--- config.mk ---
export PLATFORM = sky130hd
export DESIGN_NAME = uart_tx_arb
export DESIGN_NICKNAME = d
export VERILOG_FILES = /design/src/rtl/uart_tx_arb_pkg.sv /design/src/rtl/uart_tx_arb_rr_pick.sv /design/src/rtl/uart_tx_arb.sv
export SDC_FILE = /design/constraint.sdc
export NUM_CORES = 1
export LEC_CHECK = 0
export ABC_AREA = 1
export BUFFER_PORTS_ARGS = -buffer_cell sky130_fd_sc_hd__buf_2
export CORE_MARGIN = 1.5
export CORE_UTILIZATION = 52
export DETAILED_ROUTE_END_ITERATION = 8
export GPL_ROUTABILITY_DRIVEN = 0
export GPL_TIMING_DRIVEN = 0
export PLACE_DENSITY = 0.84
export SYNTH_ARGS = -nofsm -noshare
export SYNTH_HDL_FRONTEND = slang
export SYNTH_SLANG_ARGS = --single-unit
--- constraint.sdc ---
create_clock -name clk -period 5.74 [get_ports clk]
set_clock_uncertainty 0.15 [all_clocks]
set_input_delay 1.435 -clock clk [delete_from_list [all_inputs] [get_ports clk]]
set_output_delay 1.435 -clock clk [all_outputs]
set_load 0.01 [all_outputs]
--- src/rtl/uart_tx_arb_pkg.sv ---
// Shared types and constants for the uart_tx round-robin arbiter.
package uart_tx_arb_pkg;

    typedef enum logic [1:0] {
        IDLE  = 2'd0,
        ISSUE = 2'd1,
        GUARD = 2'd2,
        WAIT  = 2'd3
    } state_t;

    localparam int GUARD_CYC = 1;
    localparam int MAX_REQ   = 8;

    // Modular add for indices that are already below n.
    function automatic int wrapAdd(input int a, input int b, input int n);
        int s;
        s = a + b;
        return (s >= n) ? s - n : s;
    endfunction

endpackage

--- src/rtl/uart_tx_arb_rr_pick.sv ---
// Combinational round-robin picker: first set request at or after the pointer.
module rr_pick
    import uart_tx_arb_pkg::*;
#(
    parameter int NUM_REQ = 4,
    parameter int ID_W    = 2
) (
    input  logic [NUM_REQ-1:0] i_req,
    input  logic [ID_W-1:0]    i_ptr,
    output logic               o_any,
    output logic [ID_W-1:0]    o_sel
);

    // Scan farthest-first so the nearest hit from the pointer is written last.
    always_comb begin
        o_any = 1'b0;
        o_sel = '0;
        for (int k = NUM_REQ - 1; k >= 0; k--) begin
            if (i_req[wrapAdd(int'(i_ptr), k, NUM_REQ)]) begin
                o_any = 1'b1;
                o_sel = ID_W'(wrapAdd(int'(i_ptr), k, NUM_REQ));
            end
        end
    end

endmodule

--- src/rtl/uart_tx_arb.sv ---
// Round-robin arbiter sharing one uart_tx serializer among NUM_REQ byte sources.
// Optional packet locking is enabled with the UART_TX_ARB_PKT_LOCK_EN macro.
module uart_tx_arb
    import uart_tx_arb_pkg::*;
#(
    parameter int NUM_REQ = 4,
    parameter int ID_W    = 2
) (
    input  logic                 clk,
    input  logic                 rst_n,
    input  logic [NUM_REQ-1:0]   req_valid,
    input  logic [NUM_REQ*8-1:0] req_data,
    input  logic [NUM_REQ-1:0]   req_last,
    output logic [NUM_REQ-1:0]   req_ready,
    output logic                 uart_tx_en,
    output logic [7:0]           uart_tx_data,
    input  logic                 uart_tx_ready,
    output logic [ID_W-1:0]      grant_id,
    output logic                 busy
);

    state_t             r_state;
    state_t             w_nextState;
    logic               r_txEn;
    logic [7:0]         r_txData;
    logic [ID_W-1:0]    r_grantId;
    logic [ID_W-1:0]    r_rrPtr;
    logic [3:0]         r_guardCnt;

    logic [NUM_REQ-1:0] w_pickReq;
    logic [ID_W-1:0]    w_pickPtr;
    logic [ID_W-1:0]    w_rrNext;
    logic               w_any;
    logic [ID_W-1:0]    w_sel;
    logic               w_accept;

    rr_pick #(.NUM_REQ(NUM_REQ), .ID_W(ID_W)) u_pick (
        .i_req (w_pickReq),
        .i_ptr (w_pickPtr),
        .o_any (w_any),
        .o_sel (w_sel)
    );

`ifdef UART_TX_ARB_PKT_LOCK_EN
    logic r_lock;
    logic w_selLast;

    assign w_selLast = req_last[w_sel];
    assign w_pickReq = r_lock ? (req_valid & (NUM_REQ'(1) << r_grantId)) : req_valid;
    assign w_pickPtr = r_lock ? r_grantId : r_rrPtr;
    assign w_rrNext  = w_selLast ? ID_W'(wrapAdd(int'(w_sel), 1, NUM_REQ)) : r_rrPtr;

    // Stay locked to the current requester until it delivers its last byte.
    always_ff @(posedge clk) begin
        if (!rst_n)
            r_lock <= 1'b0;
        else if (w_accept)
            r_lock <= !w_selLast;
    end
`else
    logic w_unusedLast;

    assign w_unusedLast = ^req_last;
    assign w_pickReq    = req_valid;
    assign w_pickPtr    = r_rrPtr;
    assign w_rrNext     = ID_W'(wrapAdd(int'(w_sel), 1, NUM_REQ));
`endif

    assign w_accept = (r_state == IDLE) && uart_tx_ready && w_any;

    always_comb begin
        req_ready = '0;
        if (w_accept)
            req_ready[w_sel] = 1'b1;
    end

    // GUARD masks the stale tx_ready=1 before the serializer reacts to tx_en.
    always_comb begin
        w_nextState = r_state;
        case (r_state)
            IDLE:  if (w_accept) w_nextState = ISSUE;
            ISSUE: w_nextState = GUARD;
            GUARD: if (r_guardCnt == 4'(GUARD_CYC - 1)) w_nextState = WAIT;
            WAIT:  if (uart_tx_ready) w_nextState = IDLE;
            default: w_nextState = IDLE;
        endcase
    end

    always_ff @(posedge clk) begin
        if (!rst_n) begin
            r_state    <= IDLE;
            r_txEn     <= 1'b0;
            r_txData   <= '0;
            r_grantId  <= '0;
            r_rrPtr    <= '0;
            r_guardCnt <= '0;
        end else begin
            r_state    <= w_nextState;
            r_txEn     <= w_accept;
            r_guardCnt <= (r_state == GUARD) ? r_guardCnt + 4'd1 : 4'd0;
            if (w_accept) begin
                r_txData  <= req_data[{w_sel, 3'b000} +: 8];
                r_grantId <= w_sel;
                r_rrPtr   <= w_rrNext;
            end
        end
    end

    assign uart_tx_en   = r_txEn;
    assign uart_tx_data = r_txData;
    assign grant_id     = r_grantId;
    assign busy         = (r_state != IDLE);

endmodule

# Word level (Yosys, flattened, before mapping)
# Index checks and enable logic that the tools add are counted.
[classes] addsub=10 magnitude_cmp=11 eq_ne=6 shifts=1 muxes=32 n_reduce_logical=8
[op_table] cell="$lt A32 B4 Y1 const B" n=4
[op_table] cell="$mux W32" n=4
[op_table] cell="$sub A32 B4 Y32 const B" n=3
[op_table] cell="$ge A32 B4 Y1 const B" n=2
[op_table] cell="$shiftx A32 B6 Y8" n=1
[op_table] cell="$mux W2" n=8
[op_table] cell="$mux W1" n=13
[op_table] cell="$bmux W1 S2" n=4
[op_table] cell="$pmux W2 S4" n=1
[op_table] cell="$add A2 B1 Y3 const B" n=2
[op_table] cell="$add A2 B2 Y3 const B" n=2
[op_table] cell="$ge A3 B3 Y1 const B" n=2
[op_table] cell="$ne A2 B2 Y1 const B" n=3
[op_table] cell="$add A4 B1 Y4 const B" n=1
[op_table] cell="$eq A2 B2 Y1 const B" n=2
[op_table] cell="$logic_not A4 Y1" n=1
[op_table] cell="$mux W4" n=1
[op_table] cell="$sub A2 B3 Y4 const B" n=1
[op_table] cell="$ge A2 B3 Y1 const B" n=1
[op_table] cell="$logic_and A1 B1 Y1" n=3
[op_table] cell="$lt A2 B3 Y1 const B" n=1
[op_table] cell="$reduce_and A3 Y1" n=1
[op_table] cell="$demux W1 S2" n=1
[op_table] cell="$eq A2 B1 Y1 const B" n=1
[op_table] cell="other kinds (5)" n=5
[word_totals] register_bits=19 output_inout_bits=16 elab_cells=74

# Logic depth before layout (Yosys ltp)
[depth] word_depth=15 ltp_mapped=16 mapped_depth_nobuf=14

# Modules after synthesis
# Synthesis repeated with hierarchy kept, for this count alone.
[unflattened] cells_unflattened=223 hier_area_um2=1411.4
[modules_own_cells] mod="uart_tx_arb" n_inst=1 cells_per_inst=181 area_per_inst_um2=1218.7
[modules_own_cells] mod="rr_pick" n_inst=1 cells_per_inst=42 area_per_inst_um2=192.7

# Worst setup path after synthesis
# No wires, ideal clock.
[synth_path] kind="input to output" from="in req_valid[1]" to="out req_ready[3]" arrival_time_ns=2.475 required_ns=4.155 slack_ns=1.680 cell_stages=10 cell_sequence="inv_1 -> o21ai_1 -> nand2_2 -> nand3_2 -> nand3_1 -> nand2_2 -> buf_6 -> ha_1 -> inv_1 -> nor2_1"
[synth_between] elab_chain_len=12 elab_cells_between_ends=27 cone_classes="order compare: 2; mux: 23; reduce/logical: 2"
[synth_rtl] item="start, declared" line="uart_tx_arb.sv:11" text="input logic [NUM_REQ-1:0] req_valid,"
[synth_rtl] item="$bmux W1 S2" line="uart_tx_arb_rr_pick.sv:19" text="if (i_req[wrapAdd(int'(i_ptr), k, NUM_REQ)]) begin"
[synth_rtl] item="$mux W1 (implied by the code) (2 in a row)" line="uart_tx_arb_rr_pick.sv:19"
[synth_rtl] item="$mux W2 (3 in a row)" line="uart_tx_arb_rr_pick.sv:19"
[synth_rtl] item="$mux W2 (*)" line="uart_tx_arb_rr_pick.sv:19"
[synth_rtl] item="net u_pick.o_sel[0]" line="uart_tx_arb_rr_pick.sv:11" text="output logic [ID_W-1:0] o_sel"
[synth_rtl] item="$lt A2 B3 Y1 (implied by the code) or $ge A2 B1 Y1 (tied branches)" line="uart_tx_arb.sv:74" text="req_ready[w_sel] = 1'b1;"
[synth_rtl] item="$logic_and A1 B1 Y1 (implied by the code)" line="uart_tx_arb.sv:74"
[synth_rtl] item="$mux W1 (implied by the code)" line="uart_tx_arb.sv:74"
[synth_rtl] item="$demux W1 S2 (*)" line="uart_tx_arb.sv:74"
[synth_rtl] item="$mux W4 (*)" line="uart_tx_arb.sv:73" text="if (w_accept)"
[synth_rtl] item="end, declared" line="uart_tx_arb.sv:14" text="output logic [NUM_REQ-1:0] req_ready,"
# The timed path passes the listed nets; every way through them passes the cells marked *. The select of a mux whose other input is x is not followed.

# Worst setup path in the final report
[layout_path] from="in req_valid[1]" to="out req_ready[1]"
# Same word-level chain as after synthesis.

==> impl_results.md <==
* Worst path bufs/invs at 5
* Switching power total at 0.000438 W
* Placement Cell Area at 1750 sq um
* Adder-Cell Fraction of Synth Area at 8.68%
* Compound-Gate Fraction of Synth Area at 4.51%
* Worst IR Drop VDD at 0.329 mV
* CP max stage cell: o21ai_1
* YS warnings at 0
* Max-cap violation count at 0
* DRC at 0
* Area share of the largest cell type after synthesis at 26.4%
* Pint at 0.000437 W
* Post-Route Setup TNS at 0 ns
* Postcts setup bufs at 0
* CTS buffer count at 3
* Grt ovf at 0
* Clock Latency Late Sink at 0.29 ns
* Worst min path class: flip-flop to flip-flop
* Sw Ratio at 50.1%
* Worst path cell trace: buf_2 > inv_1 > o21ai_1 > nand2_2 > nand2_1 > nand3b_1 > nand2_2 > inv_2 > ha_1 > inv_1 > nor2_1 > buf_2
* Worst Max-Slew Pin Slew at 0.458 ns
* Antenna violations before repair at 0
* Hold Violations, Final at 0
* Vias at 1530
* Number of synthesized register bits at 19
* Die W at 55.7 microns
* Setup CP Type: input port to output port
* Power Density at 493 nW/um^2
* Comb power frac at 69.9%
* Post-CTS Hold Fix Bufs at 0
* Synth top area cells: dfxtp_1, nand2_1, inv_1, nand3_1, nor2_1
* Starting density of the core at 56.6%
* # IOs at 59
* Fmax at 227 MHz
* Pin count of the biggest net entering global routing at 12
* Vias in the first global route at 1396
* Worst EP required at 4.16 ns
* TritonCTS clock tree: done
* Post-DP HPWL at 2.48 mm
* Grt met1 use at 28.6%
* Share of power burned in registers at 22.5%
* Setup violators final at 0
* Status: completed
* Global-route wire length before repair at 5.51 mm
* Die Ht at 55.7 microns
* Final critical path time including I/O delays and setup at 4.41 ns
* Grt met2 use at 35.9%
* Die area at 3100 sq um
* Synth-to-Final Area Change at 23.3%
* Crit path max fanout at 10
* Clock power frac at 7.5%
* Layout cell share with drive strength beyond 1 at 26.1%
* Max-slew headroom at 69.5%
* Clock sinks at 19
* Cell Area, Synth at 1440 sq um
* Simple-Gate Fraction of Synth Area at 41.9%
* Post-CTS Resized at 0
* Global route hottest layer: met2
* TritonRoute pass-1 iters at 4
* Clk root buf: clkbuf_4
* Largest family of logic cells by synthesized area: simple AND/OR/NAND/NOR gates
* Routed WL per cell at 9.68 microns
* Met3 Usage GRT at 2.09%
* Period utilization at 76.8%
* Tot GR Track Use at 21.4%
* Crit-path max cell delay at 0.19 ns
* Lkg Pwr at 1.05 nW
* Final max-slew violation count at 0
* Nets at 349
* Post-synthesis sequential area ratio at 26.4%
* Std-Cell Rows at 18
* Vias per cell at 4.71
* I/O Buffers at 54
* Avg Inst Size Synth at 6.08 sq um
* Unrepaired setup endpoints after global routing: no
* # H-tree levels at 1
* Synth unique cells at 23
* Post-synth top area cell: dfxtp_1
* Post-synthesis mux area share at 0%
* Crit path DAT at 2.83 ns
* XOR/XNOR Fraction of Synth Area at 0.608%
* CP delay by family, top: simple AND/OR/NAND/NOR gates
* Detailed Route WL at 3.15 mm
* Post-Synthesis Cells at 237
* Clock transition at path regs at 0.11 ns
* Clock buffer depth at 2
* DR iter-0 viols at 60
* N_diodes at 0
* Crit end category: output port
* Reg2Reg Setup Slack at 3.71 ns
* Post-route ant nets at 0
* Design Area, Final at 1780 sq um
* Core footprint at 2540 sq um
* Syn Nets at 290
* Startpoint Class: input port
## synth_stat cells, drive strengths merged
master	n
inv	51
nor3	1
nor2	38
nor3b	3
or2	2
a22oi	1
nand3b	3
ha	10
dfxtp	19
nand2	53
buf	7
o21a	1
o21ai	5
clkbuf	1
xnor2	1
nand3	36
a21oi	5
## logic make-up (layout without fill, tap and decap cells)
family                   Yosys count  count (layout)
AND/OR/NAND/NOR                  136             136
flip-flops                        19              19
buffers and inverters             59             117
AO/OA/AOI/OAI                     12              12
XOR/XNOR                           1               1
adder cells (fa/ha/maj)           10              10
## placed cells by master, fill, tap and decap left out
| cell type | Yosys | layout |
|---|---|---|
| nand2_2 | 4 | 4 |
| clkbuf_4 | 0 | 3 |
| clkbuf_1 | 1 | 1 |
| buf_6 | 4 | 4 |
| nand3b_1 | 3 | 3 |
| dfxtp_1 | 19 | 19 |
| xnor2_1 | 1 | 1 |
| a22oi_1 | 1 | 1 |
| inv_2 | 4 | 4 |
| buf_2 | 2 | 56 |
| nand3_1 | 34 | 34 |
| buf_4 | 1 | 1 |
| or2_2 | 2 | 2 |
| o21a_1 | 1 | 1 |
| clkinv_2 | 0 | 1 |
| nand3_2 | 2 | 2 |
| nor3_1 | 1 | 1 |
| nor3b_1 | 3 | 3 |
| o21ai_1 | 2 | 2 |
| inv_1 | 47 | 47 |
| a21oi_1 | 5 | 5 |
| nand2_1 | 49 | 49 |
| nor2_1 | 38 | 38 |
| ha_1 | 10 | 10 |
| o21ai_0 | 3 | 3 |
## stage by stage
stage	hold WS (ns)	worst slack (ns)	total power (W)	instances	utilization (%)
after global routing	0.357	1.12	0.000979	325	69.8
after floorplan	0.280	1.68	0.000662	237	-
after CTS	0.323	1.35	0.000879	325	69.8
after global placement	0.299	1.36	0.000795	321	68.7
final	0.323	1.33	0.000876	325	69.8
after detailed placement	0.306	1.35	0.000807	321	68.7
## area by class of cell
cell class,count,area (sq um)
plain buffers,8,66.3
multi-input cells,159,803
clock buffers,3,22.5
repair buffers,54,270
flip-flops and latches,19,380
inverters,51,191
clock inverters,1,5.00
well taps,30,37.5
fillers,234,768
## sequential cells by signal, summed over array words and instances (netlist names)
| signal | cells |
|---|---|
| uart_tx_data | 8 |
| r_guardCnt | 4 |
| grant_id | 2 |
| r_rrPtr | 2 |
| r_state | 2 |
| uart_tx_en | 1 |
## metal layers
layer / share of wire [%] / routed length (microns)
met4: 0.54 / 17
met1: 49 / 1530
met5: 0 / 0
met2: 46 / 1430
met3: 5.2 / 164
## power groups by stage
stage | clock network [W] | registers [W] | logic (W)
finish | 0.0000660 | 0.000197 | 0.000612
CTS | 0.0000692 | 0.000197 | 0.000612
floorplan | 0 | 0.000213 | 0.000449
global placement | 0 | 0.000201 | 0.000594
detailed placement | 0 | 0.000200 | 0.000607
global route | 0.0000735 | 0.000202 | 0.000703
## worst register-to-register path, stage by stage (launching register included)
cell and delay (ns):
dfxtp_1 0.32, buf_6 0.13, o21ai_1 0.22, nand2_1 0.12
nand3_2 0.10, nand2_1 0.05, nand2_1 0.08, nand2_2 0.09
buf_6 0.15, ha_1 0.28, o21ai_0 0.19, a21oi_1 0.06
## path summary, 6_finish.rpt
path	from	endpoint	cells after the start
max	req_valid[1]	req_ready[1]	12
min	grant_id[1]	grant_id[1]	2
max reg2reg	r_rrPtr[0]	r_rrPtr[1]	11
min reg2reg	grant_id[1]	grant_id[1]	2
Power figures use the tool's default switching activity.
